[src/rtl/ball_edge_detector.sv]
// Two-axis ball edge detector: follows the raster from line/frame strobes, latches edge
// touches and commits X/Y directions at frame end. Define BOUNCE_COUNTER_EN to build o_BounceCnt.
module ball_edge_detector #(
  parameter int   H_VISIBLE   = 640,
  parameter int   V_VISIBLE   = 480,
  parameter int   COORD_W     = 10,
  parameter int   EDGE_MARGIN = 0,
  parameter logic XDIR_INIT   = 1'b0,
  parameter logic YDIR_INIT   = 1'b0,
  parameter int   CNT_W       = 8
) (
  input  logic             i_Clk,
  input  logic             i_Reset,
  input  logic             i_HReset,
  input  logic             i_VReset,
  input  logic             i_HBlank,
  input  logic             i_VBlank,
  input  logic             i_Ball,
  output logic             o_XDir,
  output logic             o_YDir,
  output logic             o_Bounce,
  output logic [CNT_W-1:0] o_BounceCnt
);

  localparam logic [COORD_W-1:0] LEFT_LIM   = COORD_W'(EDGE_MARGIN);
  localparam logic [COORD_W-1:0] RIGHT_LIM  = COORD_W'(H_VISIBLE - 1 - EDGE_MARGIN);
  localparam logic [COORD_W-1:0] TOP_LIM    = COORD_W'(EDGE_MARGIN);
  localparam logic [COORD_W-1:0] BOTTOM_LIM = COORD_W'(V_VISIBLE - 1 - EDGE_MARGIN);

  typedef struct packed {
    logic l;
    logic r;
    logic t;
    logic b;
  } edge_flags_t;

  logic [COORD_W-1:0] col_q, col_d;
  logic [COORD_W-1:0] row_q, row_d;
  edge_flags_t        flags_q, flags_d;
  edge_flags_t        touch;
  logic               xdir_q, xdir_d;
  logic               ydir_q, ydir_d;
  logic               bounce_q, bounce_d;
  logic               visible;
  logic               commit;
  logic               x_flip;
  logic               y_flip;

  assign visible = ~i_HBlank & ~i_VBlank;
  assign commit  = i_VReset;

  // NOTE: every signal driven here gets a default first so no path leaves it unassigned
  // and no latch is inferred.
  always_comb begin
    col_d = col_q;
    if (i_HReset) begin
      col_d = '0;
    end else if (visible) begin
      col_d = col_q + COORD_W'(1);
    end

    row_d = row_q;
    if (i_VReset) begin
      row_d = '0;
    end else if (i_HReset && !i_VBlank) begin
      row_d = row_q + COORD_W'(1);
    end
  end

  always_comb begin
    touch = '0;
    if (visible && i_Ball) begin
      touch.l = (col_q <= LEFT_LIM);
      touch.r = (col_q >= RIGHT_LIM);
      touch.t = (row_q <= TOP_LIM);
      touch.b = (row_q >= BOTTOM_LIM);
    end
  end

  // A touch on one edge only flips toward the opposite side; a ball spanning both
  // edges, or one already moving away from the touched edge, keeps its direction.
  always_comb begin
    x_flip = (flags_q.l & ~flags_q.r & ~xdir_q) | (flags_q.r & ~flags_q.l & xdir_q);
    y_flip = (flags_q.t & ~flags_q.b & ~ydir_q) | (flags_q.b & ~flags_q.t & ydir_q);

    flags_d  = flags_q | touch;
    xdir_d   = xdir_q;
    ydir_d   = ydir_q;
    bounce_d = 1'b0;
    if (commit) begin
      flags_d  = '0;
      xdir_d   = xdir_q ^ x_flip;
      ydir_d   = ydir_q ^ y_flip;
      bounce_d = x_flip | y_flip;
    end
  end

  // NOTE: state registers use non-blocking assignments so every register samples the
  // pre-edge values, independent of statement order.
  always_ff @(posedge i_Clk) begin
    if (i_Reset) begin
      col_q    <= '0;
      row_q    <= '0;
      flags_q  <= '0;
      xdir_q   <= XDIR_INIT;
      ydir_q   <= YDIR_INIT;
      bounce_q <= 1'b0;
    end else begin
      col_q    <= col_d;
      row_q    <= row_d;
      flags_q  <= flags_d;
      xdir_q   <= xdir_d;
      ydir_q   <= ydir_d;
      bounce_q <= bounce_d;
    end
  end

  assign o_XDir   = xdir_q;
  assign o_YDir   = ydir_q;
  assign o_Bounce = bounce_q;

`ifdef BOUNCE_COUNTER_EN
  logic [CNT_W-1:0] cnt_q, cnt_d;

  // Counts alongside the pulse so the new value appears in the same cycle as o_Bounce.
  always_comb begin
    cnt_d = cnt_q;
    if (bounce_d && (cnt_q != {CNT_W{1'b1}})) begin
      cnt_d = cnt_q + CNT_W'(1);
    end
  end

  always_ff @(posedge i_Clk) begin
    if (i_Reset) begin
      cnt_q <= '0;
    end else begin
      cnt_q <= cnt_d;
    end
  end

  assign o_BounceCnt = cnt_q;
`else
  assign o_BounceCnt = '0;
`endif

endmodule

[config.mk]
export PLATFORM = sky130hd
export DESIGN_NAME = ball_edge_detector
export DESIGN_NICKNAME = d
export VERILOG_FILES = /design/src/rtl/ball_edge_detector.sv
export SDC_FILE = /design/constraint.sdc
export NUM_CORES = 1
export LEC_CHECK = 0
export CORE_MARGIN = 2
export CORE_UTILIZATION = 28
export CTS_CLUSTER_DIAMETER = 30
export DETAILED_ROUTE_END_ITERATION = 12
export PLACE_DENSITY = 0.43
export SETUP_SLACK_MARGIN = 0.5
export SLEW_MARGIN = 20
export SYNTH_ARGS = -nofsm -noshare
export SYNTH_HDL_FRONTEND = slang
export SYNTH_SLANG_ARGS = --single-unit
[constraint.sdc]
create_clock -name i_Clk -period 1.5 [get_ports i_Clk]
set_input_delay 0.3 -clock i_Clk [delete_from_list [all_inputs] [get_ports i_Clk]]
set_output_delay 0.3 -clock i_Clk [all_outputs]
set_load 0.05 [all_outputs]
==> results.cfg <==
[global_routing]
grt_pass1_wl_um = 5090
grt.met1_usage = 0.165
grt-ovfl-total = 0
grt_most_used_layer = met2
grt_antenna_before_repair = 0
track_usage = 0.120
grtUsageMet2 = 0.195
gr-usage-met3 = 0.0207
first_global_vias = 1107
grt_start_max_net_pins = 15

[sta]
min_period_over_period = 0.923
max_freq_mhz = 722
rsz0062_at_grt = true
setup_viol = 0
final.setup.tns_ns = 0
report.final.hold_viol_count = 0
final-max-slew-violation-count = 0
finalWorstSetupSlack_ns = 0.115
fin_worst_skew_ns = 0.00236
final_period_minus_worst_setup_slack_ns = 1.38

[place]
dpl_ws_ns = -0.232
finalWeightedCongestion = 0.845
port_buffers = 9
postPlaceCellArea_um2 = 1620
post-dp-hpwl_um = 1960

[worst_setup_path]
r2r.worst_path.cells = 5
critical_path.slowest_cell = dfxtp_4
worst_setup_path_start_kind = register
critical_path_start_end_classification = reg2reg
critPathArrivalTime_ns = 1.59
timing.critical_path.required_ns = 1.70
list_of_cells_traversed_by_the_critical_path = buf_6 > nand4b_1 > buf_4 > or3_1 > a21oi_1
crit_buf_inv = 2
cp_num_cells = 5
worst_path_dominant_cell_family = simple AND/OR/NAND/NOR gates
worst_setup_path_end_kind = register
crit_path_max_fanout = 4
worst_path_largest_cell_delay_ns = 0.39

[final_layout]
total_area_of_multi_input_combinational_cells_um2 = 857
n_antenna_cell = 0
regArea_um2 = 583
post-route-cell-area_um2 = 1930
drive_gt1_frac = 0.445
fin_nets = 203
final.fill_count = 450
area.growth.synth_to_final_pct = 46.4

[hold_path]
timing.hold.worst.class = in2reg
worst_hold_path.num_cells = 3

[cts]
numCtsBuffers = 3
clk_latency_ns = 0.27
clkSlewWorstSetupHoldPaths_ns = 0.10
ctsHtreeMaxLevel = 1
cts_tree = done
clk_path_buf_depth = 2
cts_root_buffer = clkbuf_8
sinks_on_the_clock_net = 27
hold_buffers = 0

[power_and_ir_drop]
switching_power_uw = 336
pwr-share-clk = 0.323
power.share.sequential = 0.551
share_of_power_burned_in_combinational_logic = 0.127
p_leak_uw = 0.000723
power-per-cell-area_nw_per_um2 = 675
internal-power_uw = 966
power.share.switching = 0.258
vdd_ir_drop_max_mv = 0.382

[outcome]
run_status = completed

[logic_synthesis]
post_synthesis_cell_area_um2 = 1320
postSynthRegisterBits = 27
instance_count_of_the_mapped_netlist = 154
warnings_synthesis = 0
synth.avg_cell_area_um2 = 8.56
synth.yosys.seq_area_share = 0.410
synth_cell_types = 32

[die]
design.die.area_um2 = 5270
initial_core_util = 0.296
die_h_um = 72.6
fp-row-count = 24
die_w_um = 72.6
io-pin-count = 18
fp.coreArea_um2 = 4440

[drt]
routed-via-count = 1134
avgRoutedWirePerCell_um = 12.5
dr.first_iter.drc_count = 27
totalWireLength_um = 3040
drc_errors = 0
drt-vias-per-instance = 4.67
drt_pre_antenna_iters = 4
route.antenna.remaining_nets = 0

[run]
timing.max_cap.violations = 0
[synthesized netlist by cell type]
cell      count  share of area
a21oi_1       9          0.034
a311o_1       1         0.0076
a311oi_1      1         0.0066
a31oi_1       3          0.014
a41o_1        2          0.015
and2_1        1         0.0048
and4_4        1         0.0085
and4bb_2      1         0.0095
and4bb_4      1          0.012
buf_4         8          0.046
clkbuf_1      3         0.0085
conb_1        1         0.0028
dfxtp_1      27           0.41
ha_1          4          0.038
inv_1         6          0.017
nand2_1       8          0.023
nand2_2       1         0.0048
nand3_1       5          0.019
nand3b_1      2          0.011
nand4_1       4          0.019
nand4b_1      1         0.0066
nor2_1       26          0.074
nor2b_1       1         0.0048
nor3_1        7          0.027
nor4_1        1         0.0048
o21ai_0       5          0.019
or2_2         3          0.014
or3_1         2         0.0095
or3b_2        1         0.0066
or4b_1        2          0.015
xnor2_1       6          0.040
xor2_1       10          0.066
[final timing paths]
kind | start | end | slack [ns]
max reg2reg | row_q[0]$_SDFFE_PP0P_ | row_q[5]$_SDFFE_PP0P_ | 0.12
min | i_Reset | o_XDir$_SDFFE_PP0P_ | 0.43
max | row_q[0]$_SDFFE_PP0P_ | row_q[5]$_SDFFE_PP0P_ | 0.12
min reg2reg | flags_q[1]$_SDFF_PP0_ | flags_q[1]$_SDFF_PP0_ | 0.50
[power by group through the flow]
stage	Combinational, uW	Sequential, uW	Clock [uW]
after floorplan	99.6	751	0
after global placement	135	747	0
after detailed placement	136	747	0
after CTS	151	722	429
after global routing	177	718	468
final	165	717	420
[flip-flops by register name, summed over array words and instances, names as in the netlist]
name	count
col_q	10
flags_q	4
o_Bounce	1
o_XDir	1
o_YDir	1
row_q	10
[through the flow]
step | util | power, uW | hold slack (ns) | cells
floorplan | - | 851 | 0.362 | 161
global placement | 0.363 | 882 | 0.482 | 221
detailed placement | 0.363 | 883 | 0.487 | 221
CTS | 0.407 | 1300 | 0.499 | 235
global route | 0.434 | 1360 | 0.448 | 243
finish | 0.434 | 1300 | 0.429 | 243
[cell families after synthesis]
| family | share of synthesized area |
|---|---|
| other cells | 0.00285 |
| compound gates | 0.0969 |
| flops | 0.410 |
| fa+ha+maj | 0.0380 |
| simple gates | 0.274 |
| buf+inv | 0.0712 |
| xor+xnor | 0.106 |
[what timing repair did]
action | 4_1_cts | 5_1_grt
pin swaps | 16 | 16
cloned | 0 | 1
setup buffers | 10 | 7
endpoints found under the setup margin | 30 | 28
resized for setup | 29 | 18
[metal layers]
layer  part of all wire  vias to the layer above
met5                  0                        -
met1               0.50                      526
li1                   -                      589
met4             0.0056                        0
met2               0.47                       17
met3              0.027                        2
[final cells by class]
class	instances	area share
inverter	6	0.0117
timing repair buffer	36	0.185
sequential	27	0.302
clock buffer	4	0.0233
multi-input combinational	118	0.444
tap	52	0.0337
[worst register-to-register path: cells and delay by family, from the launching register on]
family                 cells  cell delay [ns]
AOI/OAI and AO/OA          1             0.13
buffers and inverters      2             0.30
DFF                        1             0.39
and+or+nand+nor            2             0.50
[placed cells by master, fill, tap and decap left out, types with 4 or more instances in the layout]
cell	n
a21oi_1	7
buf_4	18
buf_6	9
conb_1	8
dfxtp_1	9
dfxtp_2	10
dfxtp_4	8
nand2_1	6
nand4_1	4
nor2_1	25
nor3_2	5
o21ai_0	4
xnor2_1	6
xor2_1	10
No activity file was read; power rests on OpenSTA's default activity.
